File: config.mk
export PLATFORM = sky130hd
export DESIGN_NAME = tmds_encoder_multi
export DESIGN_NICKNAME = d
export VERILOG_FILES = /design/src/rtl/tmds_encoder_multi.sv
export SDC_FILE = /design/constraint.sdc
export NUM_CORES = 1
export LEC_CHECK = 0
export ABC_AREA = 1
export CORE_MARGIN = 4
export CORE_UTILIZATION = 26
export DETAILED_ROUTE_END_ITERATION = 8
export RECOVER_POWER = 25
export SLEW_MARGIN = 20
export SYNTH_ARGS = -nofsm -noshare
export SYNTH_HDL_FRONTEND = slang
export SYNTH_SLANG_ARGS = --single-unit
export TNS_END_PERCENT = 100
File: constraint.sdc
create_clock -name pixclk -period 2.93 [get_ports pixclk]
set_input_delay 0.4395 -clock pixclk [delete_from_list [all_inputs] [get_ports pixclk]]
set_output_delay 0.4395 -clock pixclk [all_outputs]
set_load 0.02 [all_outputs]
File: src/rtl/tmds_encoder_multi.sv
// CHANNELS-lane TMDS encoder: video (DVI balancing), control, TERC4 data island
// and guard band, two-stage pipeline, independent running disparity per lane.
module tmds_encoder_multi #(
    parameter int CHANNELS = 3,
    parameter int DISP_W   = 5
) (
    input  logic                   pixclk,
    input  logic                   rst_n,
    input  logic [1:0]             mode,
    input  logic [8*CHANNELS-1:0]  vd,
    input  logic [2*CHANNELS-1:0]  cd,
    input  logic [4*CHANNELS-1:0]  aux,
    output logic [10*CHANNELS-1:0] tmds,
    output logic [1:0]             mode_out
);

    typedef enum logic [1:0] {
        MODE_CTRL  = 2'b00,
        MODE_VIDEO = 2'b01,
        MODE_TERC4 = 2'b10,
        MODE_GUARD = 2'b11
    } mode_e;

    localparam logic [9:0] CTRL_00 = 10'b1101010100;
    localparam logic [9:0] GUARD_A = 10'b1011001100;
    localparam logic [9:0] GUARD_B = 10'b0100110011;

    function automatic logic [9:0] ctrl_sym(input logic [1:0] c);
        case (c)
            2'b00:   return 10'b1101010100;
            2'b01:   return 10'b0010101011;
            2'b10:   return 10'b0101010100;
            default: return 10'b1010101011;
        endcase
    endfunction

    function automatic logic [9:0] terc4_sym(input logic [3:0] a);
        case (a)
            4'h0:    return 10'b1010011100;
            4'h1:    return 10'b1001100011;
            4'h2:    return 10'b1011100100;
            4'h3:    return 10'b1011100010;
            4'h4:    return 10'b0101110001;
            4'h5:    return 10'b0100011110;
            4'h6:    return 10'b0110001110;
            4'h7:    return 10'b0100111100;
            4'h8:    return 10'b1011001100;
            4'h9:    return 10'b0100111001;
            4'hA:    return 10'b0110011100;
            4'hB:    return 10'b1011000110;
            4'hC:    return 10'b1010001110;
            4'hD:    return 10'b1001110001;
            4'hE:    return 10'b0101100011;
            default: return 10'b1011000011;
        endcase
    endfunction

    mode_e s1_mode;

    always_ff @(posedge pixclk or negedge rst_n) begin
        if (!rst_n) begin
            s1_mode  <= MODE_CTRL;
            mode_out <= 2'b00;
        end else begin
            s1_mode  <= mode_e'(mode);
            mode_out <= s1_mode;
        end
    end

    for (genvar k = 0; k < CHANNELS; k++) begin : g_lane
        localparam logic signed [DISP_W-1:0] ZERO  = '0;
        localparam logic signed [DISP_W-1:0] TWO   = DISP_W'(2);
        localparam logic signed [DISP_W-1:0] EIGHT = DISP_W'(8);
        localparam logic [9:0] GUARD_SYM = (k % 3 == 1) ? GUARD_B : GUARD_A;

        logic [7:0] d;
        logic [3:0] n1_d;
        logic       use_xnor;
        logic       chain;
        logic [8:0] qm_next;
        logic [3:0] ones_next;

        logic [8:0] s1_qm;
        logic [3:0] s1_ones;
        logic [1:0] s1_cd;
        logic [3:0] s1_aux;

        logic signed [DISP_W-1:0] cnt, cnt_next, n1s, n0s, diff;
        logic [9:0] sym, sym_next;

        assign d = vd[8*k +: 8];

        always_comb begin
            n1_d = '0;
            for (int unsigned i = 0; i < 8; i++) n1_d = n1_d + 4'(d[i]);
            use_xnor = (n1_d > 4'd4) || ((n1_d == 4'd4) && !d[0]);
            chain    = d[0];
            qm_next  = '0;
            qm_next[0] = d[0];
            for (int unsigned i = 1; i < 8; i++) begin
                chain      = use_xnor ? ~(chain ^ d[i]) : (chain ^ d[i]);
                qm_next[i] = chain;
            end
            qm_next[8] = ~use_xnor;
            ones_next  = '0;
            for (int unsigned i = 0; i < 8; i++) ones_next = ones_next + 4'(qm_next[i]);
        end

        // Any non-video symbol resets this lane's disparity to zero.
        always_comb begin
            n1s      = DISP_W'(s1_ones);
            n0s      = EIGHT - n1s;
            diff     = n1s - n0s;
            sym_next = CTRL_00;
            cnt_next = ZERO;
            case (s1_mode)
                MODE_VIDEO: begin
                    if (cnt == ZERO || n1s == n0s) begin
                        sym_next = {~s1_qm[8], s1_qm[8], s1_qm[8] ? s1_qm[7:0] : ~s1_qm[7:0]};
                        cnt_next = s1_qm[8] ? cnt + diff : cnt - diff;
                    end else if ((cnt > ZERO && n1s > n0s) || (cnt < ZERO && n0s > n1s)) begin
                        sym_next = {1'b1, s1_qm[8], ~s1_qm[7:0]};
                        cnt_next = cnt - diff + (s1_qm[8] ? TWO : ZERO);
                    end else begin
                        sym_next = {1'b0, s1_qm[8], s1_qm[7:0]};
                        cnt_next = cnt + diff - (s1_qm[8] ? ZERO : TWO);
                    end
                end
                MODE_CTRL:  sym_next = ctrl_sym(s1_cd);
                MODE_TERC4: sym_next = terc4_sym(s1_aux);
                MODE_GUARD: sym_next = GUARD_SYM;
                default:    sym_next = CTRL_00;
            endcase
        end

        always_ff @(posedge pixclk or negedge rst_n) begin
            if (!rst_n) begin
                s1_qm   <= '0;
                s1_ones <= '0;
                s1_cd   <= '0;
                s1_aux  <= '0;
                cnt     <= '0;
                sym     <= CTRL_00;
            end else begin
                s1_qm   <= qm_next;
                s1_ones <= ones_next;
                s1_cd   <= cd[2*k +: 2];
                s1_aux  <= aux[4*k +: 4];
                cnt     <= cnt_next;
                sym     <= sym_next;
            end
        end

        assign tmds[10*k +: 10] = sym;
    end

endmodule

==> flow_summary.toml <==
[die]
num_io_pins = 78
rows = 65
die_area_um2 = 35000
fp.dieW_um = 187
initial_utilization_pct = 26.4
core_um2 = 31600
die_h_um = 187

[worst_setup_path]
r2r_cells = 15
start_kind = "input port"
rr_endpoint = "g_lane[0].cnt[3]"
required_ns = 3.19
crit_path_end_kind = "register"
worst-setup-path-type = "input port to register"
critPathSlowestCell = "fa_1"
crit_path_max_incr_delay_ns = 0.54
path_common_cell = "fa_1"
rrSetupSlack_ns = 0.22
cp_max_fo = 6
crit_buf_inv = 6
crit_arrival_ns = 6.02
path_delay_family = "adder cells"
crit_chain = "buf_6 > clkinvlp_4 > fa_1 > fa_1 > fa_1 > inv_1 > ha_2 > fa_2 > o31ai_4 > nand2_4 > xor2_1 > nand2_2 > nand2_2 > nand2_2 > nand3_1 > nand2_2 > fa_1 > inv_1 > fa_1 > fa_1 > ha_4 > inv_2 > fa_2 > inv_2"
r2r_start = "g_lane[0].s1_ones[1]"

[placed_design]
place_ws_ns = -3.65
gp_congestion = 0.865
io_buffer_count = 77
dp_hpwl_um = 16200
dp_cells = 1583

[synth]
synth_fa_ha_area_share_pct = 21.6
yosys.area_share.xor_xnor_pct = 6.24
synthSimpleGateAreaFrac_pct = 19.2
synth_cells = 1029
synth_top_family_by_area = "adder cells"
yosysWarnings = 0
synth_edf_count = 0
synthArstFlopShare_pct = 100
ys_seq_elements = 106
netlist_area_um2 = 8340
ys.flop_type = "dfrtp_1"
ys_seq_area_share_pct = 32.0
syn_nets = 1203
synth_mux_area_share_pct = 0
syn_avg_cell_area_um2 = 8.11
synth_cell_type_count = 46
synth-compound-area-share_pct = 11.1

[route]
wl_per_cell_um = 12.6
viasPerCell = 4.40
dr.first_iter.drc_count = 407
drt_pass1_iterations = 5
wirelength_um = 20500
drc = 0
vias = 7134
drtAntennaViolNets = 0

[clock_tree]
cts_hold_buf = 0
clock_latency_ns = 0.36
clk_pin_slew_worst_paths_ns = 0.07
root_buffer = "clkbuf_16"
tritoncts = "built"
clkSinkCount = 106
h-tree-depth = 3
clock_tree.buffer_depth = 2
numCtsBuffers = 9

[sta]
rsz0062_at_grt = "yes"
worst_slew_pin_slew_ns = 1.32
finalSetupViolCount = 27
hold_viol = 0
period_needed_ns = 5.76
fmax_mhz = 174
clock_skew_ns = 0.0103
slew_headroom_pct = 12.3
fin_ws_ns = -2.83
slew_viol_final = 0
whs_ns = 0.361
post-route-period-util_pct = 197

[finish]
utilization_pct = 35.6
nets = 1389
multi_input_area_um2 = 5300
seqCellArea_um2 = 2670
syn_to_final_growth_pct = 34.8
final_cell_mix = "inv_1 (167), nand2_1 (165), nand3_1 (94)"
drive_gt1_share_pct = 22.5
n_fill_cell = 3165
instances_no_fill = 1622
n_antenna_cell = 0
layout_commonest_cell = "inv_1"

[grt]
antenna_found_initial = 1
grt_pass1_wl_um = 34300
gr-total-overflow = 0
grt_max_degree = 59
grt_usage_pct = 11.8
grt_pass1_vias = 7109

[status]
outcome = "complete, but fails checks"
violations = "setup timing"

[worst_hold_path]
min-delay-start = "vd[0]"
hp-class = "input port to register"
hold_end = "g_lane[0].s1_qm[0]"
hold_depth = 2

[power_and_ir_drop]
leakage_nw = 5.66
power_density_nw_per_um2 = 1230
vdd_ir_drop_max_v = 0.000559

[run]
maxCapViolations = 0
-- Yosys cell counts (2+ instances only) --
library cell | instances | area (µm²)
inv_1 | 190 | 713
nand2_1 | 178 | 668
ha_1 | 101 | 1260
nand3_1 | 99 | 495
dfrtp_1 | 91 | 2280
o21ai_0 | 68 | 340
nor2_1 | 55 | 206
a21oi_1 | 50 | 250
xor2_1 | 34 | 298
fa_1 | 27 | 541
nand2_2 | 17 | 106
dfstp_2 | 15 | 394
clkbuf_1 | 13 | 48.8
xnor2_1 | 13 | 114
o211ai_1 | 11 | 82.6
o31ai_1 | 6 | 45.0
nor3_1 | 5 | 25.0
a31oi_1 | 4 | 25.0
nand3b_1 | 4 | 30.0
o21ai_1 | 4 | 20.0
inv_2 | 3 | 11.3
o21ai_2 | 3 | 26.3
o21bai_1 | 3 | 22.5
or2_2 | 3 | 18.8
xor2_2 | 3 | 48.8
a221o_1 | 2 | 20.0
buf_2 | 2 | 10.0
buf_6 | 2 | 22.5
clkinv_1 | 2 | 7.51
nand4_1 | 2 | 12.5
o221ai_1 | 2 | 17.5
o22ai_1 | 2 | 12.5
xnor2_2 | 2 | 32.5
-- report_power, final --
| part | leakage (nW) | switching, mW | internal [mW] |
|---|---|---|---|
| clock network | 0.128 | 0.565 | 0.584 |
| registers | 1.26 | 0.289 | 1.95 |
| logic | 4.27 | 5.71 | 4.75 |
-- sequential cells by signal, indices dropped and copies added, names as in the netlist --
signal and flops:
g_lane.cnt 15, s1_mode 2, g_lane.s1_cd 6, g_lane.s1_qm 27, g_lane.s1_aux 12, g_lane.sym 30, g_lane.s1_ones 12, mode_out 2
-- worst max-delay path by stage --
stage               startpoint  cells past startpoint              endpoint  slack (ns)
global placement         vd[3]                     24  g_lane[0].s1_ones[1]       -3.47
floorplan                vd[0]                     23  g_lane[0].s1_ones[2]       -3.04
CTS                      vd[3]                     24  g_lane[0].s1_ones[1]       -2.97
global route             vd[3]                     24  g_lane[0].s1_ones[1]       -3.10
finish                   vd[3]                     24  g_lane[0].s1_ones[1]       -2.83
detailed placement       vd[3]                     23  g_lane[0].s1_ones[2]       -3.65
-- worst reg2reg max path: stages, from the launching register on --
cell and delay [ns]:
dfrtp_1 0.38, inv_1 0.13, ha_4 0.16, inv_2 0.05, ha_4 0.26, inv_1 0.03
nand2_1 0.06, nand2_2 0.08, xor2_2 0.15, buf_4 0.15, fa_2 0.59, ha_1 0.17
xor2_1 0.14, nand2_1 0.07, nand3_1 0.08, a21oi_1 0.06
-- what timing repair did --
action	4_1_cts	5_1_grt
setup endpoints to repair	30	36
pin swaps	52	56
setup buffers	45	18
gates resized for setup	97	74
-- per-layer routing --
| metal | track usage [%] | routed length [µm] | vias up |
|---|---|---|---|
| met3 | 2.07 | 779 | 34 |
| li1 | - | - | 3647 |
| met4 | 3.73 | 536 | 0 |
| met1 | 15.3 | 9260 | 3329 |
| met2 | 19.9 | 9940 | 124 |
| met5 | 0 | 0 | - |
-- per-stage QoR --
step | power [mW] | instance area (µm²) | setup TNS, ns
after floorplan | 8.73 | 8450 | -38.53
after global placement | 11.2 | 10300 | -57.23
after detailed placement | 11.4 | 10300 | -59.51
after CTS | 13.3 | 11000 | -38.93
after global routing | 15.5 | 11200 | -38.95
final | 13.8 | 11200 | -34.74
-- cells by family (layout without fill, tap and decap cells) --
kind of cell               count (synthesis)  after routing
AOI/OAI and AO/OA                        162            162
xor gates and xnor gates                  53             53
adders and majority gates                128            128
buffers and inverters                    213            404
DFF                                      106            106
and+or+nand+nor                          367            367
-- layout make-up --
| type | instances | area share, % |
|---|---|---|
| multi-input cells | 710 | 47.2 |
| flip-flops and latches | 106 | 23.8 |
| repair buffers | 193 | 15.5 |
| inverters | 195 | 6.72 |
| well taps | 402 | 4.47 |
| clock buffers | 11 | 2.07 |
| clock inverters | 5 | 0.356 |
(Power assumes the default switching activity.)
